### config.mk
export PLATFORM = sky130hd
export DESIGN_NAME = video_umul_arbiter
export DESIGN_NICKNAME = d
export VERILOG_FILES = /design/src/rtl/video_umul_arb_pkg.sv /design/src/rtl/video_umul_arbiter_sys_umul.sv /design/src/rtl/video_umul_arbiter.sv
export SDC_FILE = /design/constraint.sdc
export NUM_CORES = 1
export LEC_CHECK = 0
export CAP_MARGIN = 20
export CORE_MARGIN = 4
export CORE_UTILIZATION = 50
export DETAILED_ROUTE_END_ITERATION = 6
export GPL_TIMING_DRIVEN = 0
export HOLD_SLACK_MARGIN = 0.1
export PLACE_DENSITY_LB_ADDON = 0.05
export SETUP_SLACK_MARGIN = 0.02
export SYNTH_ARGS = -nofsm -noshare
export SYNTH_HDL_FRONTEND = slang
export SYNTH_SLANG_ARGS = --single-unit
### constraint.sdc
create_clock -name CLK_VIDEO -period 4.6 [get_ports CLK_VIDEO]
set_input_delay 1.15 -clock CLK_VIDEO [delete_from_list [all_inputs] [get_ports CLK_VIDEO]]
set_output_delay 1.15 -clock CLK_VIDEO [all_outputs]
set_load 0.02 [all_outputs]
### src/rtl/video_umul_arb_pkg.sv
// Shared types and helpers for the video-domain multiplier arbiter.
//   state_t   : arbiter FSM states
//   NREQ_MAX  : largest supported requester count
//   IDXW      : width of a requester index
//   rr_pick   : round-robin choice of the first request at or after a pointer
package video_umul_arb_pkg;

    localparam int NREQ_MAX = 8;
    localparam int IDXW     = $clog2(NREQ_MAX);

    typedef enum logic [1:0] {
        IDLE  = 2'd0,
        START = 2'd1,
        WAIT  = 2'd2
    } state_t;

    // Two scans folded into one loop: 'hi' is the first request at or after
    // ptr, 'lo' the first request overall. When nothing sits at or after ptr
    // the search wraps, and the wrapped winner is simply the lowest request.
    function automatic logic [IDXW-1:0] rr_pick(
        input logic [NREQ_MAX-1:0] req,
        input logic [IDXW-1:0]     ptr,
        input int                  nreq
    );
        logic [IDXW-1:0] hi;
        logic [IDXW-1:0] lo;
        logic            hi_found;
        logic            lo_found;
        hi       = '0;
        lo       = '0;
        hi_found = 1'b0;
        lo_found = 1'b0;
        for (int j = 0; j < NREQ_MAX; j++) begin
            if (j < nreq && req[j]) begin
                if (j >= int'(ptr) && !hi_found) begin
                    hi_found = 1'b1;
                    hi       = IDXW'(j);
                end
                if (!lo_found) begin
                    lo_found = 1'b1;
                    lo       = IDXW'(j);
                end
            end
        end
        return hi_found ? hi : lo;
    endfunction

endpackage

### src/rtl/video_umul_arbiter_sys_umul.sv
// Iterative unsigned shift-add multiplier, one multiplier bit per cycle.
//   CLK_VIDEO : clock
//   mul_start : 1-cycle pulse, latches mul_arg1/mul_arg2 and begins
//   mul_run   : high for exactly WB cycles while the product is built
//   mul_arg1  : multiplicand (WA bits)
//   mul_arg2  : multiplier (WB bits)
//   mul_res   : product (WA+WB bits), valid once mul_run has fallen
// There is deliberately no reset: an operation in progress always runs to
// completion, and the arbiter waits for mul_run to fall before reusing it.
module sys_umul
    import video_umul_arb_pkg::*;
#(
    parameter int WA = 12,
    parameter int WB = 12
) (
    input  logic             CLK_VIDEO,
    input  logic             mul_start,
    output logic             mul_run,
    input  logic [WA-1:0]    mul_arg1,
    input  logic [WB-1:0]    mul_arg2,
    output logic [WA+WB-1:0] mul_res
);

    localparam int WR = WA + WB;
    localparam int CW = $clog2(WB + 1);

    logic [WR-1:0] acc;
    logic [WR-1:0] mcand;
    logic [WB-1:0] mplier;
    logic [CW-1:0] cnt;

    always_ff @(posedge CLK_VIDEO) begin
        if (mul_start) begin
            acc     <= '0;
            mcand   <= WR'(mul_arg1);
            mplier  <= mul_arg2;
            cnt     <= CW'(WB);
            mul_run <= 1'b1;
        end else if (mul_run) begin
            if (mplier[0]) begin
                acc <= acc + mcand;
            end
            mcand  <= mcand << 1;
            mplier <= mplier >> 1;
            cnt    <= cnt - CW'(1);
            if (cnt == CW'(1)) begin
                mul_run <= 1'b0;
            end
        end
    end

    assign mul_res = acc;

endmodule

### src/rtl/video_umul_arbiter.sv
// Round-robin arbiter sharing one iterative multiplier among NREQ requesters.
//   CLK_VIDEO : video clock
//   RESET_N   : synchronous active-low reset
//   REQ       : per-requester request level
//   ARG1/ARG2 : packed operands, requester i at [i*WA +: WA] / [i*WB +: WB]
//   ACK       : 1-cycle pulse, operands of requester i have been latched
//   DONE      : 1-cycle pulse, RES holds requester i's product
//   RES       : product, held until the next DONE
//   BUSY      : high from grant until the DONE cycle
//   dbg_state : current FSM state, for observation only
//
// Handshake: a requester raises REQ with ARG1/ARG2 and holds all three stable
// until it sees ACK. Dropping REQ before ACK withdraws the request. Keeping REQ
// high after ACK queues another multiply; operands may change once ACK is seen.
// Only IDLE samples REQ, so edges during START/WAIT take effect at next IDLE.
module video_umul_arbiter
    import video_umul_arb_pkg::*;
#(
    parameter int NREQ = 4,
    parameter int WA   = 12,
    parameter int WB   = 12
) (
    input  logic                 CLK_VIDEO,
    input  logic                 RESET_N,
    input  logic [NREQ-1:0]      REQ,
    input  logic [NREQ*WA-1:0]   ARG1,
    input  logic [NREQ*WB-1:0]   ARG2,
    output logic [NREQ-1:0]      ACK,
    output logic [NREQ-1:0]      DONE,
    output logic [WA+WB-1:0]     RES,
    output logic                 BUSY,
    output state_t               dbg_state
);

    localparam int WR = WA + WB;

    state_t          state,    state_n;
    logic [IDXW-1:0] rr_ptr,   rr_n;
    logic [IDXW-1:0] idx,      idx_n;
    logic [WA-1:0]   mul_arg1, arg1_n;
    logic [WB-1:0]   mul_arg2, arg2_n;
    logic            mul_start, start_n;
    logic [NREQ-1:0] ack_n, done_n;
    logic [WR-1:0]   res_n;
    logic            busy_n;
    logic            mul_run;
    logic [WR-1:0]   mul_res;
    logic [IDXW-1:0] pick;

    assign pick      = rr_pick(NREQ_MAX'(REQ), rr_ptr, NREQ);
    assign dbg_state = state;

    sys_umul #(.WA(WA), .WB(WB)) u_mul (
        .CLK_VIDEO (CLK_VIDEO),
        .mul_start (mul_start),
        .mul_run   (mul_run),
        .mul_arg1  (mul_arg1),
        .mul_arg2  (mul_arg2),
        .mul_res   (mul_res)
    );

    always_comb begin
        state_n = state;
        rr_n    = rr_ptr;
        idx_n   = idx;
        arg1_n  = mul_arg1;
        arg2_n  = mul_arg2;
        start_n = 1'b0;
        ack_n   = '0;
        done_n  = '0;
        res_n   = RES;
        busy_n  = BUSY;
        case (state)
            IDLE: begin
                // The multiplier has no reset, so a product abandoned by a
                // reset may still be running; never start over it.
                if (!mul_run && |REQ) begin
                    idx_n = pick;
                    for (int i = 0; i < NREQ; i++) begin
                        if (pick == IDXW'(i)) begin
                            arg1_n   = ARG1[i*WA +: WA];
                            arg2_n   = ARG2[i*WB +: WB];
                            ack_n[i] = 1'b1;
                        end
                    end
                    start_n = 1'b1;
                    busy_n  = 1'b1;
                    state_n = START;
                end
            end
            START: begin
                // mul_start is high during this cycle; mul_run rises after it.
                state_n = WAIT;
            end
            WAIT: begin
                if (!mul_run) begin
                    res_n = mul_res;
                    for (int i = 0; i < NREQ; i++) begin
                        if (idx == IDXW'(i)) begin
                            done_n[i] = 1'b1;
                        end
                    end
                    busy_n  = 1'b0;
                    rr_n    = (idx == IDXW'(NREQ - 1)) ? '0 : idx + IDXW'(1);
                    state_n = IDLE;
                end
            end
            default: begin
                state_n = IDLE;
            end
        endcase
    end

    always_ff @(posedge CLK_VIDEO) begin
        if (!RESET_N) begin
            state     <= IDLE;
            rr_ptr    <= '0;
            idx       <= '0;
            mul_arg1  <= '0;
            mul_arg2  <= '0;
            mul_start <= 1'b0;
            ACK       <= '0;
            DONE      <= '0;
            RES       <= '0;
            BUSY      <= 1'b0;
        end else begin
            state     <= state_n;
            rr_ptr    <= rr_n;
            idx       <= idx_n;
            mul_arg1  <= arg1_n;
            mul_arg2  <= arg2_n;
            mul_start <= start_n;
            ACK       <= ack_n;
            DONE      <= done_n;
            RES       <= res_n;
            BUSY      <= busy_n;
        end
    end

endmodule

==> metrics.cfg, run 1 <==
[logic_synthesis]
yosysWarnings = 0
ys.flop_type = dfxtp_1
ys_ff_latch = 129
synth_fp_nets = 956
syn_inst = 824
synth_edf_count = 24
postSynthAreaPerCell_um2 = 8.26
async_flop_share = 0
synth_top_cell_area_share = 0.309
synthTopCellsByArea = dfxtp_1 (31%), nand2_1 (13%), edfxtp_1 (11%)
netlist_area_um2 = 6810
synth_top_cell_by_area = dfxtp_1
ys_types = 56
seq_area_frac_synth = 0.415

[worst_setup_path]
path_cells = clkdlybuf4s50_1 -> mux2i_1 -> nor2_1 -> nor3_1 -> clkbuf_1 -> nand3_1 -> o211ai_1 -> a21boi_0
path_class = input pin to flop
path_buf_inv = 2
cp_top_family = buffers and inverters
start_kind = input pin
slowest_delay_ns = 0.62
critPathSlowestCell = nor3_1
crit_path_max_fanout = 10
cp-end-kind = flop
crit_arrival_ns = 3.62
crit_required_ns = 4.87

[die]
start_util = 0.512
dieWidth_um = 125
ios = 137
coreArea_um2 = 13300
dieHeight_um = 125
fp.dieArea_um2 = 15500
rows = 42

[power]
peakVddDrop_mv = 0.290
p_clk_frac = 0.247
p_leak_nw = 3.56
switching_share = 0.388
p_total_mw = 5.29
internal-power_mw = 3.23
power_frac_seq = 0.337
power_density_nw_per_um2 = 591
p_comb_frac = 0.416
p_switching_mw = 2.05

[drt]
drtIter0Drc = 486
highest_layer = met4
wl_per_cell_um = 17.3
routed-wl-met2_mm = 9.64
ant_nets = 0
route.detailed.drc = 0
firstDrtPassIters = 5
vias = 6317
routed_wl_mm = 20.1
wl_met3_mm = 1.15
wl_met1_mm = 8.82
vias_per_cell = 5.42

[clock_tree]
htreeDepth = 4
clockBufferDepth = 2
cts_tree = built
insertion_delay_ns = 0.42
path_clk_slew_ns = 0.06
cts_setup_buffers = 0
clockRootBuffer = clkbuf_16
cts-hold-fix-buffers = 0
cts_sinks = 129
ctsResizeCount = 0
numCtsBuffers = 17

[layout]
postLayoutCellArea_um2 = 8940
antennaDiodeCount = 0
post-route-util = 0.673
final_net_count = 1109
fin_cells = 1166
final_layout_size_suffix_gt1_frac = 0.0687
layout_common_cells = nand2_1 (241), clkdlybuf4s50_1 (134), dfxtp_1 (105)
layout_commonest_cell = nand2_1
nFillCells = 1053
syn_to_final_growth_pct = 31.4

[timing]
skew_ns = 0.00887
max_freq_ghz = 0.299
finalSetupTns_ns = 0
hold_viol_final = 0
worstMarginPinSlew_ns = 0.873
holdWs_ns = 0.459
period_share = 0.727
setup_violations = 0
maxSlewHeadroom = 0.412
min_period_ns = 3.34
grt_setup_unrepaired = no
fin_ws_ns = 1.26
slew_viol_final = 0

[placement]
port_buffers = 134
gp_congestion = 0.914
place_inst = 1134
dp.final_hpwl_mm = 15.6
place_area_um2 = 8370
pre_cts_ws_ns = 0.866

[grt]
grt_pass1_wl_mm = 32.4
grt_usage = 0.256
grt_start_max_net_pins = 25
grt_pass1_vias = 6454
antenna_found_initial = 0
gr-total-overflow = 0

[run_status]
status = finished clean

[min_path]
hold_path.class = flop to flop

[job]
max_cap_violations = 0

-- power groups by stage --
stage / Combinational [mW] / Sequential, mW / Clock [mW]
global placement: 2.12 / 1.78 / 0
detailed placement: 2.16 / 1.79 / 0
CTS: 2.19 / 1.78 / 1.31
global route: 2.45 / 1.82 / 1.37
floorplan: 1.60 / 1.72 / 0
finish: 2.20 / 1.78 / 1.31
-- worst register-to-register path, delay by kind of cell (launching register included) --
family | cells | cell delay [ns]
simple gates | 3 | 0.93
flops | 1 | 0.31
compound gates | 2 | 0.36
mux | 1 | 0.23
buf+inv | 2 | 0.74
-- worst paths after layout --
path	slack [ns]	depth (start not counted)	endpoint	start
setup / recovery	1.26	8	mul_arg1[11]$_SDFFE_PN0P_	REQ[2]
hold / removal	0.46	2	mul_arg2[4]$_SDFFE_PN0P_	mul_arg2[4]$_SDFFE_PN0P_
setup reg to reg	1.89	8	mul_arg1[11]$_SDFFE_PN0P_	rr_ptr[1]$_SDFFE_PN0P_
hold reg to reg	0.46	2	mul_arg2[4]$_SDFFE_PN0P_	mul_arg2[4]$_SDFFE_PN0P_
-- cells in the mapped netlist, types with 2 or more instances --
cell / n
mux2i_1: 14
a21o_1: 6
o2111ai_1: 2
nand2b_1: 6
nand3_1: 33
nand2_1: 241
nor2_1: 41
o21a_1: 5
o31ai_1: 2
dfxtp_1: 105
nor2b_1: 4
inv_1: 13
edfxtp_1: 24
and2_1: 7
nand3b_1: 4
nand4_1: 2
o21bai_1: 2
mux2_2: 22
o221ai_1: 2
or2_2: 5
o41a_1: 2
o21ai_0: 19
xor2_1: 6
clkbuf_1: 40
o22a_1: 2
xnor2_1: 10
a31oi_1: 4
a211oi_1: 5
a21boi_0: 50
a21oi_1: 36
and3_1: 10
buf_2: 6
o211ai_1: 30
ha_1: 29
buf_1: 4
nor3b_1: 3
o22ai_1: 2
nor3_1: 7
or3_1: 2
-- kinds of logic after synthesis --
family / share of synthesized area
compound gates: 0.186
xor+xnor: 0.0206
flops: 0.415
mux: 0.0570
fa+ha+maj: 0.0563
buf+inv: 0.0358
simple gates: 0.230
-- state kept, by name, summed over array words and instances (netlist names), 4 cells and up --
register       flops
ACK                4
DONE               4
RES               24
mul_arg1          12
mul_arg2          12
u_mul.cnt          4
u_mul.mcand       24
u_mul.mplier      12
u_mul.mul_res     24
-- final cells by class --
cell class              count  area [um^2]  area share
clock inverters            15          149      0.0167
flip-flops and latches    129         2820       0.316
clock buffers              17          425      0.0476
multi-input cells         632         3740       0.418
inverters                  13         48.8     0.00546
well taps                 176          220      0.0246
plain buffers              50          195      0.0218
repair buffers            134         1340       0.150
-- routing by layer --
| layer | up-vias | track usage |
|---|---|---|
| met1 | 2895 | 0.315 |
| li1 | 3156 | - |
| met3 | 39 | 0.0523 |
| met5 | - | 0 |
| met4 | 0 | 0.103 |
| met2 | 227 | 0.437 |
Note: power is estimated with default switching activity, not from simulation.
==> inputs of run 2 (changes only) <==
- CORE_UTILIZATION: 50 -> 47
- clock period: 4.6 -> 2.9 ns (I/O delays scaled with it)
==> metrics.cfg, run 2 (synthesis results as in run 1) <==
[placement]
pre_cts_ws_ns = -0.372  ; -1.24 ns
port_buffers = 134  ; unchanged
place_area_um2 = 8370  ; about the same
gp_congestion = 0.899  ; -1.6%
dp.final_hpwl_mm = 14.2  ; -9.5%

[layout]
final_layout_size_suffix_gt1_frac = 0.0646  ; -0.00404
nFillCells = 1247  ; +18%
layout_commonest_cell = nand2_1
antennaDiodeCount = 0  ; unchanged
layout_common_cells = nand2_1 (241), clkdlybuf4s50_1 (134), dfxtp_1 (105)
final_net_count = 1109  ; unchanged
postLayoutCellArea_um2 = 9010  ; +0.78%
syn_to_final_growth_pct = 32.4

[min_path]
hold_end = mul_arg1[0]$_SDFFE_PN0P_
hold_path.class = flop to flop
whs_path_depth = 2  ; unchanged
hold_start = mul_arg1[0]$_SDFFE_PN0P_

[power]
p_leak_nw = 3.60  ; +1.0%
peakVddDrop_mv = 0.520  ; +79%
power_density_nw_per_um2 = 951  ; +61%

[clock_tree]
ctsResizeCount = 0  ; unchanged
insertion_delay_ns = 0.43  ; about the same
cts_sinks = 129  ; unchanged
htreeDepth = 4  ; unchanged
clockRootBuffer = clkbuf_16
numCtsBuffers = 17  ; unchanged
cts-hold-fix-buffers = 0  ; unchanged
path_clk_slew_ns = 0.06  ; about the same
cts_setup_buffers = 0  ; unchanged
clockBufferDepth = 2  ; unchanged
cts_tree = built

[job]
max_cap_violations = 0  ; unchanged

[drt]
routed_wl_mm = 18.8  ; -6.5%
vias = 6299  ; -0.28%
drtIter0Drc = 401  ; -17%
ant_nets = 0  ; unchanged
wl_per_cell_um = 16.1  ; -6.8%
vias_per_cell = 5.38  ; -0.63%
firstDrtPassIters = 5  ; unchanged
route.detailed.drc = 0  ; unchanged

[timing]
maxSlewHeadroom = 0.284  ; -0.128
max_freq_ghz = 0.380
period_share = 0.907
grt_setup_unrepaired = no
slew_viol_final = 0  ; unchanged
fin_ws_ns = 0.271  ; -0.986 ns
skew_ns = 0.0119  ; +0.00302 ns
worstMarginPinSlew_ns = 1.06  ; +0.190 ns
min_period_ns = 2.63
hold_viol_final = 0  ; unchanged
setup_violations = 0  ; unchanged

[grt]
grt_pass1_wl_mm = 30.8  ; -4.8%
grt_usage = 0.237  ; -0.0190
grt_pass1_vias = 6232  ; -3.4%
antenna_found_initial = 0  ; unchanged
gr-total-overflow = 0  ; unchanged
grt_start_max_net_pins = 25  ; unchanged

[die]
rows = 43  ; +2.4%
fp.dieArea_um2 = 16500  ; +6.0%
dieWidth_um = 128  ; +2.9%
ios = 137  ; unchanged
start_util = 0.485  ; -0.0272
coreArea_um2 = 14000  ; +5.6%
dieHeight_um = 128  ; +2.9%

[worst_setup_path]
r2r_slack_ns = 0.27  ; -1.62 ns
crit_path_max_fanout = 4  ; -6
cp-end-kind = flop
cp.depth = 10  ; +2
start_kind = flop
critPathSlowestCell = or4b_1
path_class = flop to flop
reg2reg_to = u_mul.mul_res[20]$_SDFFE_PP0P_
r2r-start = u_mul.mcand[0]$_SDFFCE_PN0P_
cp_top_family = compound AO/OA/AOI/OAI gates
slowest_delay_ns = 0.56  ; -0.06 ns
rr_worst_depth = 10  ; +2
path_buf_inv = 1  ; -1
path_cells = ha_1 -> inv_1 -> fa_1 -> nor2b_1 -> o2111ai_1 -> a21oi_1 -> or4b_1 -> a31oi_1 -> xor2_1 -> o21ai_1
crit_required_ns = 3.20  ; -1.67 ns
crit_arrival_ns = 2.93  ; -0.69 ns

[run_status]
status = finished clean

-- run 2: cell count changes in the layout (fill, tap and decap cells not counted), sizes merged --
cell	before	now
bufinv	1	5
clkinv	4	6
clkinvlp	3	1
inv	20	13
clkbuf	57	60
-- run 2: power by group --
group | switching (mW) | internal, mW
clock network | 0.783 | 1.54
registers | 0.350 | 2.45
logic | 1.98 | 1.48
-- run 2: worst min-delay path: cells and delay by family (launching register included) --
kind / cells / cell delay, ns
flip-flops: 1 / 0.30
AO/OA/AOI/OAI: 1 / 0.06
AND/OR/NAND/NOR: 1 / 0.04
-- run 2: final cells by class --
| class | count | area [um^2] | share of cell area |
|---|---|---|---|
| Buffer | 50 | 195 | 0.0217 |
| Clock buffer | 20 | 447 | 0.0496 |
| Clock inverter | 12 | 188 | 0.0208 |
| Inverter | 13 | 48.8 | 0.00541 |
| Multi-Input combinational cell | 632 | 3740 | 0.416 |
| Sequential cell | 129 | 2820 | 0.313 |
| Tap cell | 180 | 225 | 0.0250 |
| Timing Repair Buffer | 134 | 1340 | 0.149 |
-- run 2: metrics by stage --
stage / util / hold WS, ns / TNS, ns / total power, mW / std cells
2_1_floorplan: - / 0.432 / 0 / 5.27 / 824
3_3_place_gp: 0.596 / 0.447 / -6.59 / 6.17 / 1138
3_5_place_dp: 0.596 / 0.454 / -5.95 / 6.22 / 1138
4_1_cts: 0.641 / 0.462 / 0 / 8.59 / 1170
5_1_grt: 0.642 / 0.488 / 0 / 9.17 / 1170
6_report: 0.642 / 0.458 / 0 / 8.57 / 1170
-- run 2: layer usage --
metal,vias up,GRT usage,part of all wire,wire (um)
li1,3167,-,-,-
met1,2927,0.295,0.44,8360
met2,173,0.399,0.48,8990
met3,32,0.0535,0.054,1010
met4,0,0.0918,0.025,466
met5,-,0,0,0
-- run 2: how the worst max path moves through the flow --
stage                                 start                        endpoint  slack (ns)
6_report       u_mul.mcand[0]$_SDFFCE_PN0P_  u_mul.mul_res[20]$_SDFFE_PP0P_        0.27
5_1_grt        u_mul.mcand[0]$_SDFFCE_PN0P_  u_mul.mul_res[18]$_SDFFE_PP0P_        0.03
4_1_cts                              REQ[0]        mul_arg1[0]$_SDFFE_PN0P_        0.07
3_5_place_dp                         REQ[0]        mul_arg1[0]$_SDFFE_PN0P_       -0.37
3_3_place_gp                         REQ[0]       mul_arg1[11]$_SDFFE_PN0P_       -0.39
2_1_floorplan      u_mul.mcand[4]$_DFFE_PP_  u_mul.mul_res[21]$_SDFFE_PP0P_        0.62
==> inputs of run 3 (changes only) <==
- TNS_END_PERCENT: unset -> 20
==> results of run 3 <==
No change in the layout: final DEF, timing and power equal those of run 2.
